<file path="config.mk">
export PLATFORM = sky130hd
export DESIGN_NAME = symbol_timing_tagger
export DESIGN_NICKNAME = d
export VERILOG_FILES = /design/src/rtl/nr_timing_pkg.sv /design/src/rtl/symbol_timing_tagger.sv
export SDC_FILE = /design/constraint.sdc
export NUM_CORES = 1
export LEC_CHECK = 0
export ABC_AREA = 1
export CELL_PAD_IN_SITES_DETAIL_PLACEMENT = 0
export CELL_PAD_IN_SITES_GLOBAL_PLACEMENT = 1
export CORE_ASPECT_RATIO = 1.4
export CORE_MARGIN = 4
export CORE_UTILIZATION = 49
export CTS_CLUSTER_SIZE = 25
export DETAILED_ROUTE_END_ITERATION = 12
export DONT_BUFFER_PORTS = 1
export PLACE_DENSITY = 0.89
export SLEW_MARGIN = 40
export SYNTH_ARGS = -nofsm -noshare
export SYNTH_HDL_FRONTEND = slang
export SYNTH_SLANG_ARGS = --single-unit
export TNS_END_PERCENT = 5
</file>
<file path="constraint.sdc">
create_clock -name clk_i -period 4.25 [get_ports clk_i]
set_clock_uncertainty 0.05 [all_clocks]
set_input_delay 0.85 -clock clk_i [delete_from_list [all_inputs] [get_ports clk_i]]
set_output_delay 0.85 -clock clk_i [all_outputs]
set_load 0.02 [all_outputs]
</file>
<file path="src/rtl/nr_timing_pkg.sv">
// nr_timing_pkg: shared NR frame-timing definitions for the symbol timing tagger and FFT demodulator
//   FFT_LEN/CP1/CP2 helpers as functions of NFFT, frame geometry (30 kHz SCS),
//   tuser field widths and the packed timing_user_t {sfn, subframe, symbol, cp_len}.
package nr_timing_pkg;
  localparam int SFN_MAX = 1023;
  localparam int SUBFRAMES_PER_FRAME = 20;
  localparam int SYM_PER_SF = 14;
  localparam int SFN_WIDTH = 10;
  localparam int SUBFRAME_NUMBER_WIDTH = 5;
  localparam int SYMBOL_NUMBER_WIDTH = 4;
  localparam int CP_WIDTH = 5;
  typedef struct packed {
    logic [SFN_WIDTH-1:0]             sfn;
    logic [SUBFRAME_NUMBER_WIDTH-1:0] subframe;
    logic [SYMBOL_NUMBER_WIDTH-1:0]   symbol;
    logic [CP_WIDTH-1:0]              cp_len;
  } timing_user_t;
  localparam int USER_WIDTH = $bits(timing_user_t);
  typedef enum logic {UNLOCKED = 1'b0, LOCKED = 1'b1} sync_state_t;
  function automatic int fft_len(input int nfft);
    return 1 << nfft;
  endfunction
  function automatic int cp1(input int nfft);
    return 20 * (1 << nfft) / 256;
  endfunction
  function automatic int cp2(input int nfft);
    return 18 * (1 << nfft) / 256;
  endfunction
endpackage

</file>
<file path="src/rtl/symbol_timing_tagger.sv">
// symbol_timing_tagger: tags each locked sample with {sfn, subframe, symbol, cp_len} and marks symbol ends
//   clk_i, reset_ni (async active-low)
//   s_axis_in_*  : sample stream (no backpressure), SSB_start_i marks first CP sample of the SSB symbol
//   m_axis_out_* : 1-cycle registered sample with tuser metadata and tlast on the last symbol sample
//   locked_o     : high once the first sync has been seen
//   sync_err_cnt_o : misaligned resync count, built only with SYMBOL_TIMING_SYNC_ERR_CNT_EN
module symbol_timing_tagger
  import nr_timing_pkg::*;
#(
  parameter int IN_DW        = 32,
  parameter int NFFT         = 8,
  parameter int SSB_SYMBOL   = 0,
  parameter int SSB_SUBFRAME = 0
) (
  input  logic                  clk_i,
  input  logic                  reset_ni,
  input  logic [IN_DW-1:0]      s_axis_in_tdata,
  input  logic                  s_axis_in_tvalid,
  input  logic                  SSB_start_i,
  output logic [IN_DW-1:0]      m_axis_out_tdata,
  output logic [USER_WIDTH-1:0] m_axis_out_tuser,
  output logic                  m_axis_out_tlast,
  output logic                  m_axis_out_tvalid,
  output logic                  locked_o,
  output logic [15:0]           sync_err_cnt_o
);
  localparam int CNT_W = NFFT + 2;
  localparam logic [CNT_W-1:0] FFT_LAST = CNT_W'(fft_len(NFFT) - 1);
  localparam logic [CP_WIDTH-1:0] CP1_L = CP_WIDTH'(cp1(NFFT));
  localparam logic [CP_WIDTH-1:0] CP2_L = CP_WIDTH'(cp2(NFFT));
  sync_state_t state;
  logic [SFN_WIDTH-1:0] sfn, nxt_sfn;
  logic [SUBFRAME_NUMBER_WIDTH-1:0] subframe, nxt_subframe;
  logic [SYMBOL_NUMBER_WIDTH-1:0] symbol, nxt_symbol;
  logic [CNT_W-1:0] sample_cnt, cur_cnt, nxt_cnt;
  logic resync, take, last, sym_wrap, sf_wrap;
  timing_user_t cur;
  assign resync = s_axis_in_tvalid && SSB_start_i;
  assign take = s_axis_in_tvalid && (state == LOCKED || SSB_start_i);
  // cur is the position of the incoming sample; a resync substitutes the reload values so the
  // sample is tagged with them and, being sample 0, can never carry tlast
  always_comb begin
    cur.sfn = resync ? '0 : sfn;
    cur.subframe = resync ? SUBFRAME_NUMBER_WIDTH'(SSB_SUBFRAME) : subframe;
    cur.symbol = resync ? SYMBOL_NUMBER_WIDTH'(SSB_SYMBOL) : symbol;
    cur.cp_len = cur.symbol == '0 ? CP1_L : CP2_L;
    cur_cnt = resync ? '0 : sample_cnt;
    last = cur_cnt == FFT_LAST + CNT_W'(cur.cp_len);
    sym_wrap = last && cur.symbol == SYMBOL_NUMBER_WIDTH'(SYM_PER_SF - 1);
    sf_wrap = sym_wrap && cur.subframe == SUBFRAME_NUMBER_WIDTH'(SUBFRAMES_PER_FRAME - 1);
    nxt_cnt = last ? '0 : cur_cnt + 1'b1;
    nxt_symbol = sym_wrap ? '0 : cur.symbol + SYMBOL_NUMBER_WIDTH'(last);
    nxt_subframe = sf_wrap ? '0 : cur.subframe + SUBFRAME_NUMBER_WIDTH'(sym_wrap);
    nxt_sfn = (sf_wrap && cur.sfn == SFN_WIDTH'(SFN_MAX)) ? '0 : cur.sfn + SFN_WIDTH'(sf_wrap);
  end
  always_ff @(posedge clk_i or negedge reset_ni)
    if (!reset_ni) begin
      state <= UNLOCKED;
      sfn <= '0;
      subframe <= '0;
      symbol <= '0;
      sample_cnt <= '0;
      m_axis_out_tdata <= '0;
      m_axis_out_tuser <= '0;
      m_axis_out_tlast <= 1'b0;
      m_axis_out_tvalid <= 1'b0;
    end else begin
      m_axis_out_tvalid <= take;
      m_axis_out_tlast <= take && last;
      if (take) begin
        state <= LOCKED;
        sfn <= nxt_sfn;
        subframe <= nxt_subframe;
        symbol <= nxt_symbol;
        sample_cnt <= nxt_cnt;
        m_axis_out_tdata <= s_axis_in_tdata;
        m_axis_out_tuser <= cur;
      end
    end
  assign locked_o = state == LOCKED;
`ifdef SYMBOL_TIMING_SYNC_ERR_CNT_EN
  logic [15:0] err_cnt;
  always_ff @(posedge clk_i or negedge reset_ni)
    if (!reset_ni) err_cnt <= '0;
    else if (resync && state == LOCKED && !(sample_cnt == '0 && symbol == SYMBOL_NUMBER_WIDTH'(SSB_SYMBOL))
             && err_cnt != 16'hFFFF) err_cnt <= err_cnt + 1'b1;
  assign sync_err_cnt_o = err_cnt;
`else
  assign sync_err_cnt_o = '0;
`endif
endmodule

</file>
Yosys cells after proc, flatten, opt, wreduce, memory -nomap -nowiden

Index checks and enable logic that the tools add are counted.

RAM bits: 0
Logic and storage cells: 35
Memories: 0
Register bits after elaboration: 88
Input port bits: 36
ROM bits: 0
Output and inout bits: 75
Bits in latches: 0

Eq/ne operators: 4
$lt $le $gt $ge: 0
Multiplexer cells: 9
$mul: 0
Bitwise logic cells: 0
Shift operators: 0
Reduce and logical (&&, ||, !) cells: 8
Divide/modulo/power cells: 0
$add $sub $neg: 5

Operators by type and width:

| cell                                          | number |
|---|---|
| two-way mux 10 bit                            | 4 |
| adder 10 x 1 -> 10 bit                        | 1 |
| adder 10 x 1 -> 10 bit, second input constant | 1 |
| == test 10 bit, second input constant         | 1 |
| == test 10 x 9 -> 1 bit                       | 1 |
| two-way mux 5 bit                             | 2 |
| adder 8 x 5 -> 9 bit, first input constant    | 1 |
| two-way mux 4 bit                             | 2 |
| logical AND 1 bit                             | 6 |
| adder 5 x 1 -> 5 bit                          | 1 |
| == test 5 bit, second input constant          | 1 |
| adder 4 x 1 -> 4 bit                          | 1 |
| == test 4 bit, second input constant          | 1 |
| logical NOT 4 bit                             | 1 |
| two-way mux 3 bit                             | 1 |
| logical OR 1 bit                              | 1 |

Longest topological paths before layout

Gate-level depths: netlist of run 1.

Depth in word-level cells: 10
Gate-level depth with buffers: 18
Mapped depth without buffers: 17

Least setup slack after synthesis of run 1

No wires, ideal clock.

Path kind: in2reg
Start point: in s_axis_in_tvalid
End point: reg sfn[8]
Arrival time: 2.712 ns
Library setup time: 0.117 ns
Data required time: 4.083 ns
Path slack: 1.370 ns
Stages on the path: 16
Buffers on the path: 1
Cell sequence: nand2_4 > buf_6 > nand2_2 > nor4_4 > inv_1 > nor3b_1 > ha_1 > ha_1 > nand3_1 > nor2_1 > and2_1 > nand2_1 > nand2_1 > nor2_1 > nand2_1 > nand2_1

Longest elaborated chain between the ends: 10
Elaborated cells on any way between the ends: 18
Those cells by class: add/sub (2); eq/ne (4); mux (6); reduce/logical (6)

Ends and longest elaborated chain:

| what                                                        | line                       | source |
|---|---|---|
| start, declared                                             | symbol_timing_tagger.sv:18 | `input logic s_axis_in_tvalid,` |
| logical AND 1 bit                                           | symbol_timing_tagger.sv:38 | `assign resync = s_axis_in_tvalid && SSB_start_i;` |
| two-way mux 4 bit                                           | symbol_timing_tagger.sv:45 | `cur.symbol = resync ? SYMBOL_NUMBER_WIDTH'(SSB_SYMBOL) : symbol;` |
| logical NOT 4 bit                                           | symbol_timing_tagger.sv:46 | `cur.cp_len = cur.symbol == '0 ? CP1_L : CP2_L;` |
| two-way mux 3 bit                                           | symbol_timing_tagger.sv:46 |  |
| adder 8 x 5 -> 9 bit                                        | symbol_timing_tagger.sv:48 | `last = cur_cnt == FFT_LAST + CNT_W'(cur.cp_len);` |
| == test 10 x 9 -> 1 bit                                     | symbol_timing_tagger.sv:48 |  |
| logical AND 1 bit                                           | symbol_timing_tagger.sv:49 | `sym_wrap = last && cur.symbol == SYMBOL_NUMBER_WIDTH'(SYM_PER_SF - 1);` |
| logical AND 1 bit                                           | symbol_timing_tagger.sv:50 | `sf_wrap = sym_wrap && cur.subframe == SUBFRAME_NUMBER_WIDTH'(SUBFRAMES_PER_FRAME - 1);` |
| adder 10 x 1 -> 10 bit or logical AND 1 bit (tied branches) | symbol_timing_tagger.sv:54 | `nxt_sfn = (sf_wrap && cur.sfn == SFN_WIDTH'(SFN_MAX)) ? '0 : cur.sfn + SFN_WIDTH'(sf_wrap);` |
| two-way mux 10 bit                                          | symbol_timing_tagger.sv:54 |  |
| end signal, assigned                                        | symbol_timing_tagger.sv:72 | `sfn <= nxt_sfn;` |
| end, declared                                               | symbol_timing_tagger.sv:32 | `logic [SFN_WIDTH-1:0] sfn, nxt_sfn;` |

Parallel ways exist; a longest one is shown, timed or not.
A chain may end at the register's enable or synchronous reset.

Worst setup path in the final report of run 1

Same ends and word-level chain as after synthesis.

==> metrics.log, run 1 <==
[metrics] count of mapped cells out of synthesis: 546
[metrics] area of the die: 10,310 sq um
[metrics] synth top area cells: sky130_fd_sc_hd__dfrtp_1, sky130_fd_sc_hd__nand2_1, sky130_fd_sc_hd__nand3_1
[metrics] count of yosys warnings during synthesis: 0
[metrics] max_slew headroom: 54.78%
[metrics] source-to-sink clock delay at the later pin of the worst-skew pair: 0.33 ns
[metrics] via/cell ratio: 4.947
[metrics] Sum Neg Setup Slack: 0 ns
[metrics] peak fanout along the critical path: 15
[metrics] unique cell type count in the Yosys netlist: 34
[metrics] placed cell count: around 630
[metrics] IO buf count: 0
[metrics] Routed Wire Length: between 8 and 9 mm
[metrics] # nets final: 581
[metrics] Worst Hold Class: input pin to asynchronous set/reset pin
[metrics] layout cells sized above 1: about 7.4%
[metrics] maximum clock path buffer count: 2
[metrics] drc violations: 0
[metrics] top-area cell type share of the netlist area: between 40 and 50%
[metrics] Max-Cap Viols: 0
[metrics] netlist area before placement: about 4300 sq um
[metrics] final core area utilization: roughly 53%
[metrics] drt pass-1 iters: 4
[metrics] buffers inserted by post-CTS timing repair: 0
[metrics] crit path time final: 2.816 ns
[metrics] Static Leak: 2.374 nW
[metrics] finished layout cell area: 4537 sq um
[metrics] sequential-to-total area share from yosys stat: roughly 50%
[metrics] Final Hold Viols: 0
[metrics] RSZ-0062 raised after global routing: no
[metrics] remaining global-route overflow: 0
[metrics] WP data arrival: 2.99 ns
[metrics] worst slew pin tran: between 0.6 and 0.7 ns
[metrics] Total Routing Usage GR: 17.76%
[metrics] final cycle utilization of the critical path: 66.26%
[metrics] ranking of synthesized cells by instance count: sky130_fd_sc_hd__nand2_1, sky130_fd_sc_hd__dfrtp_1, sky130_fd_sc_hd__inv_1
[metrics] number of gates resized after cts: 0
[metrics] Top-Level Pins: about 110
[metrics] type of the worst setup path: input pin to flop
[metrics] growth of design area from synthesis to finish: 6.023%
[metrics] PnR Total Power: 1.852 mW
[metrics] count of flip-flops with a built-in enable after synthesis: 0
[metrics] number of buffers created by CTS: 9
[metrics] Max Slew Vio Count: 0
[metrics] largest area contributor in the netlist: sky130_fd_sc_hd__dfrtp_1
[metrics] floorplan row count: 40
[metrics] worst setup slack after placement: 1.033 ns
[metrics] Synth async-reset ratio: 100.0%
[metrics] fin worst setup slack: 1.434 ns
[metrics] most frequent cell after synthesis: sky130_fd_sc_hd__nand2_1
[metrics] via count of the first global-routing pass: 3,096
[metrics] cell chosen for the clock root: sky130_fd_sc_hd__clkbuf_16
[metrics] placed standard-cell area: 4244 sq um
[metrics] global-route wire length before repair: 14.72 mm
[metrics] Avg Inst Size Synth: 7.837 sq um
[metrics] count of final setup violators: 0
[metrics] pin count of the biggest net entering global routing: 86
[metrics] number of antenna violations at the first check in global routing: 0
[metrics] maximum clock frequency: 355.1 MHz
[metrics] Worst setup EP type: flop
[metrics] prevailing post-synth register cell: sky130_fd_sc_hd__dfrtp_1
[metrics] Horiz. Die Dim: 86.98 um
[metrics] depth of the CTS H-tree: 3
[metrics] CTS tree: yes
[metrics] total half-perimeter wirelength after legalization and detailed placement: 5.956 mm
[metrics] number of nets still failing antenna checks after routing: 0
[metrics] CTS sink cnt: 85
[metrics] count of antenna diodes in the layout: 0
[metrics] WL/cell: around 13 um
[metrics] hold slack final: 0.1624 ns
[metrics] number of vias after detailed routing: about 3,200
[metrics] power density normalized to cell area: about 410 nW/um^2
[metrics] startpoint of the worst register-to-register path: sample_cnt[5]$_DFFE_PN0P_
[metrics] fin cells: 647
[metrics] Peak supply drop: 0.2601 mV
[metrics] clock input transition at the sequential cells of the worst setup and hold paths: 0.06 ns
[metrics] Routability Congestion: 0.8240
[metrics] outcome: finished, final reports clean
[metrics] first-iteration detailed-routing DRC count: 155
[metrics] Initial Utilization: 50.00%
[metrics] core area: 8558 sq um
[metrics] flops & latches, synth: 85
[metrics] start point of the critical path: s_axis_in_tvalid
[metrics] sort of element at the start of the critical path: input pin
[metrics] required time of the critical path: 4.42 ns
[metrics] overall die height: between 100 and 150 um
[metrics] post-cts hold buffer count: 0
[worst max-delay path, cell delays in order]
cell and delay (ns):
sky130_fd_sc_hd__nand2_4 0.15, sky130_fd_sc_hd__nand2_2 0.12, sky130_fd_sc_hd__nor4_4 0.30, sky130_fd_sc_hd__inv_1 0.10, sky130_fd_sc_hd__nor3b_1 0.28, sky130_fd_sc_hd__ha_1 0.24
sky130_fd_sc_hd__ha_1 0.18, sky130_fd_sc_hd__nand3_1 0.12, sky130_fd_sc_hd__nor2_1 0.22, sky130_fd_sc_hd__and2_1 0.17, sky130_fd_sc_hd__nand2_1 0.05, sky130_fd_sc_hd__nand2_1 0.06
sky130_fd_sc_hd__nor2_1 0.04, sky130_fd_sc_hd__nand2_1 0.05, sky130_fd_sc_hd__nand2_1 0.05
[layout by cell type (no fill, tap or decap), types with 4 or more instances in the layout]
cell	count
sky130_fd_sc_hd__nand4_1	6
sky130_fd_sc_hd__inv_2	4
sky130_fd_sc_hd__buf_4	4
sky130_fd_sc_hd__ha_1	7
sky130_fd_sc_hd__inv_1	36
sky130_fd_sc_hd__o21ai_0	28
sky130_fd_sc_hd__nor2_1	33
sky130_fd_sc_hd__a21oi_1	10
sky130_fd_sc_hd__dfrtp_1	85
sky130_fd_sc_hd__nand3_1	29
sky130_fd_sc_hd__clkbuf_16	9
sky130_fd_sc_hd__conb_1	18
sky130_fd_sc_hd__nand2_1	235
sky130_fd_sc_hd__nor2_2	5
[flip-flops by register name (all words and copies together) (netlist names)]
signal	flops
m_axis_out_tdata	32
subframe	5
sfn	10
m_axis_out_tuser	22
symbol	4
m_axis_out_tlast	1
sample_cnt	10
m_axis_out_tvalid	1
[final timing paths]
path	slack, ns	endpoint	cells past startpoint
worst min register to register	0.43	sfn[0]$_DFFE_PN0P_	2
max in group asynchronous	3.88	sfn[8]$_DFFE_PN0P_	0
worst min-delay path	0.16	subframe[4]$_DFFE_PN0P_	0
worst max register to register	1.56	sfn[8]$_DFFE_PN0P_	17
min in group clk_i	0.43	sfn[0]$_DFFE_PN0P_	2
worst max-delay path	1.43	sfn[8]$_DFFE_PN0P_	15
[cells by family after synthesis]
group           share of synthesized area (%)
simple gates                            32.95
flops                                   49.71
buf+inv                                 9.591
compound gates                          5.205
fa+ha+maj                               2.047
xor+xnor                               0.4094
other cells                           0.08764
[where the power goes]
part / switching, mW / total (mW) / internal [mW]
Combinational: 0.105 / 0.150 / 0.0447
Clock: 0.295 / 0.764 / 0.469
Sequential: 0.0821 / 0.939 / 0.857
[routing by layer]
metal / share of wire (%) / global-route usage [%]
met5: 0 / 0
met2: 47 / 26.95
met3: 7.8 / 4.672
met4: 1.7 / 7.895
met1: 44 / 23.59
[layout make-up]
| class | count | area, sq um |
|---|---|---|
| clock inverters | 3 | 46.29 |
| repair buffers | 4 | 30.03 |
| fillers | 836 | 4021 |
| multi-input cells | 398 | 1805 |
| well taps | 105 | 131.4 |
| inverters | 40 | 150.1 |
| flip-flops and latches | 85 | 2127 |
| clock buffers | 12 | 246.5 |
Power figures use the tool's default switching activity.
==> run 2, diff against run 1 <==
- CORE_UTILIZATION: 49 -> 41
- PLACE_DENSITY: 0.89 -> 0.8
- clock period: 4.25 -> 2.5 ns (I/O delays scaled with it)
==> run 2 against run 1 <==
The run now ends with negative hold slack left. First-iteration DRC count up 19%. Non-clock buffer count grew 14. Sequential share of layout area shrank 2.2 points. Design area rose by 5.0%. Sequential power up 70%. Die area grew 18%. Clock power grew 77%. Critical path type is now flop to flop. Largest cell class unchanged.
==> metrics.log, run 2 (synthesis results as in run 1) <==
[metrics] outcome: complete, but fails checks
[metrics] failing checks: negative hold slack
[metrics] overall die height: 128.9 um
[metrics] count of final setup violators: 0
[metrics] cell repeated most along the worst path: sky130_fd_sc_hd__nand2_1
[metrics] WP data arrival: 2.43 ns
[metrics] CTS sink cnt: 85
[metrics] peak fanout along the critical path: 3
[metrics] via count of the first global-routing pass: 3,193
[metrics] cell chosen for the clock root: sky130_fd_sc_hd__clkbuf_16
[metrics] Max-Cap Viols: 0
[metrics] drt pass-1 iters: 5
[metrics] maximum clock frequency: about 440 MHz
[metrics] number of buffers and inverters on the critical path: 2
[metrics] Initial Utilization: 42.53%
[metrics] IO buf count: 0
[metrics] final core area utilization: 47.34%
[metrics] number of nets still failing antenna checks after routing: 0
[metrics] Top-Level Pins: about 110
[metrics] crit-path max cell delay: between 0.3 and 0.4 ns
[metrics] final cycle utilization of the critical path: between 90% and 100%
[metrics] CTS tree: yes
[metrics] start point of the critical path: sample_cnt[9]$_DFFE_PN0P_
[metrics] Final Hold Viols: 85
[metrics] count of antenna diodes in the layout: 0
[metrics] critical path's slowest cell: sky130_fd_sc_hd__dfrtp_1
[metrics] register containing the most flip-flops in the final layout: m_axis_out_tdata
[metrics] global routing met3 resource utilization: 3.801%
[metrics] floorplan row count: 43
[metrics] most common library cell in the layout ignoring fill and taps: sky130_fd_sc_hd__nand2_1
[metrics] sort of element at the start of the critical path: flop
[metrics] Max Slew Vio Count: 0
[metrics] multi-input logic area: 1867 sq um
[metrics] leading registers by flop count: m_axis_out_tdata: 32 flops, m_axis_out_tuser: 22 flops
[metrics] # nets final: 595
[metrics] remaining global-route overflow: 0
[metrics] source-to-sink clock delay at the later pin of the worst-skew pair: around 0.34 ns
[metrics] global-route wire length before repair: 15.67 mm
[metrics] Worst Hold Class: input pin to asynchronous set/reset pin
[metrics] finished layout cell area: 4763 sq um
[metrics] flip-flop count of the largest register after layout: 32
[metrics] placed standard-cell area: 4425 sq um
[metrics] Sum Neg Setup Slack: 0 ns
[metrics] Most Used Layer, Global Route: met2
[metrics] via/cell ratio: 4.795
[metrics] Worst setup EP type: flop
[metrics] number of filler cells placed in the layout: ~1,000
[metrics] hold slack final: -0.1923 ns
[metrics] depth of the CTS H-tree: 3
[metrics] Total Routing Usage GR: 16.42%
[metrics] Peak supply drop: about 0.38 mV
[metrics] clock input transition at the sequential cells of the worst setup and hold paths: 0.07 ns
[metrics] fin worst setup slack: around 0.24 ns
[metrics] crit-path leading delay family: simple AND/OR/NAND/NOR gates
[metrics] met1 track demand over resource in global routing: 20.32%
[metrics] worst setup slack after placement: 0.02352 ns
[metrics] growth of design area from synthesis to finish: 11.32%
[metrics] total half-perimeter wirelength after legalization and detailed placement: 6.364 mm
[metrics] cell chain of the critical path: inv_1 -> nand3_1 -> nor2_2 -> nand3_2 -> inv_2 -> nand3_2 -> nor3b_2 -> ha_2 -> ha_4 -> nand3_4 -> nor2_2 -> and2_1 -> nand2_1 -> nand2_1 -> nor2_1 -> nand2_1 -> nand2_1
[metrics] Horiz. Die Dim: 94.34 um
[metrics] required time of the critical path: 2.68 ns
[metrics] maximum clock path buffer count: 2
[metrics] sequential cell area in the final layout: 2127 sq um
[metrics] power density normalized to cell area: 676.1 nW/um^2
[metrics] startpoint of the worst register-to-register path: sample_cnt[9]$_DFFE_PN0P_
[metrics] first-iteration detailed-routing DRC count: 185
[metrics] pin count of the biggest net entering global routing: 97
[metrics] number of buffers created by CTS: 9
[metrics] drc violations: 0
[metrics] type of the worst setup path: flop to flop
[metrics] crit path time final: around 2.3 ns
[metrics] RSZ-0062 raised after global routing: no
[metrics] area of the die: 12,160 sq um
[metrics] met2 track demand over resource: 27.30%
[metrics] Routability Congestion: 0.8161
[metrics] number of vias after detailed routing: 3,318
[metrics] Static Leak: 2.442 nW
[metrics] core area: 10,060 sq um
[metrics] leading cell types in the layout, fill and taps excluded: sky130_fd_sc_hd__nand2_1, sky130_fd_sc_hd__dfrtp_1, sky130_fd_sc_hd__inv_1
[metrics] layout cells sized above 1: 12.03%
[metrics] number of antenna violations at the first check in global routing: 0
[metrics] Routed Wire Length: 9.269 mm
[metrics] WL/cell: between 10 and 15 um
-- run 2: cell types whose count changed in the layout (fill, tap and decap cells not counted), sizes merged --
| cell | delta |
|---|---|
| clkbuf | -1 |
| clkinv | +2 |
| buf | +14 |
-- run 2: worst reg2reg max path: stages (launching register included) --
cell and delay [ns]:
sky130_fd_sc_hd__dfrtp_1 0.37, sky130_fd_sc_hd__inv_1 0.09, sky130_fd_sc_hd__nand3_1 0.11, sky130_fd_sc_hd__nor2_2 0.13, sky130_fd_sc_hd__nand3_2 0.10, sky130_fd_sc_hd__inv_2 0.06
sky130_fd_sc_hd__nand3_2 0.06, sky130_fd_sc_hd__nor3b_2 0.18, sky130_fd_sc_hd__ha_2 0.24, sky130_fd_sc_hd__ha_4 0.16, sky130_fd_sc_hd__nand3_4 0.07, sky130_fd_sc_hd__nor2_2 0.11
sky130_fd_sc_hd__and2_1 0.15, sky130_fd_sc_hd__nand2_1 0.06, sky130_fd_sc_hd__nand2_1 0.06, sky130_fd_sc_hd__nor2_1 0.04, sky130_fd_sc_hd__nand2_1 0.06, sky130_fd_sc_hd__nand2_1 0.05
-- run 2: stage by stage --
stage               std cells  power (mW)
floorplan                 563       1.852
global placement          674       1.895
detailed placement        674       1.899
CTS                       690       3.267
global route              692       3.368
finish                    692       3.221
-- run 2: power by group --
part | switching [mW] | internal (mW)
Clock | 0.544 | 0.803
Combinational | 0.190 | 0.0864
Sequential | 0.141 | 1.46
-- run 2: path summary, 6_finish.rpt --
| check | endpoint | slack (ns) | cells past startpoint |
|---|---|---|---|
| min reg2reg | sfn[0]$_DFFE_PN0P_ | 0.43 | 2 |
| max | sfn[8]$_DFFE_PN0P_ | 0.24 | 17 |
| min | sfn[1]$_DFFE_PN0P_ | -0.19 | 0 |
| min in group clk_i | m_axis_out_tdata[5]$_DFFE_PN0P_ | 0.23 | 2 |
| max reg2reg | sfn[8]$_DFFE_PN0P_ | 0.24 | 17 |
| max in group asynchronous | sfn[7]$_DFFE_PN0P_ | 2.46 | 0 |
-- run 2: per-layer routing --
metal	routed length [um]	share of wire, %
met5	0	0
met4	166	1.8
met3	508	5.5
met2	4618	50
met1	3975	43
-- run 2: layout make-up --
cell class	instances	area share (%)
multi-input cells	398	39.19
well taps	135	3.546
clock inverters	5	1.261
flip-flops and latches	85	44.65
repair buffers	18	3.100
clock buffers	11	5.096
inverters	40	3.152
-- run 2: what timing repair did --
item                                    in CTS  in global routing
gates resized for setup                      0                 10
endpoints found under the setup margin       0                  7
setup buffers                                0                  2
hold endpoints to repair                    85                 85
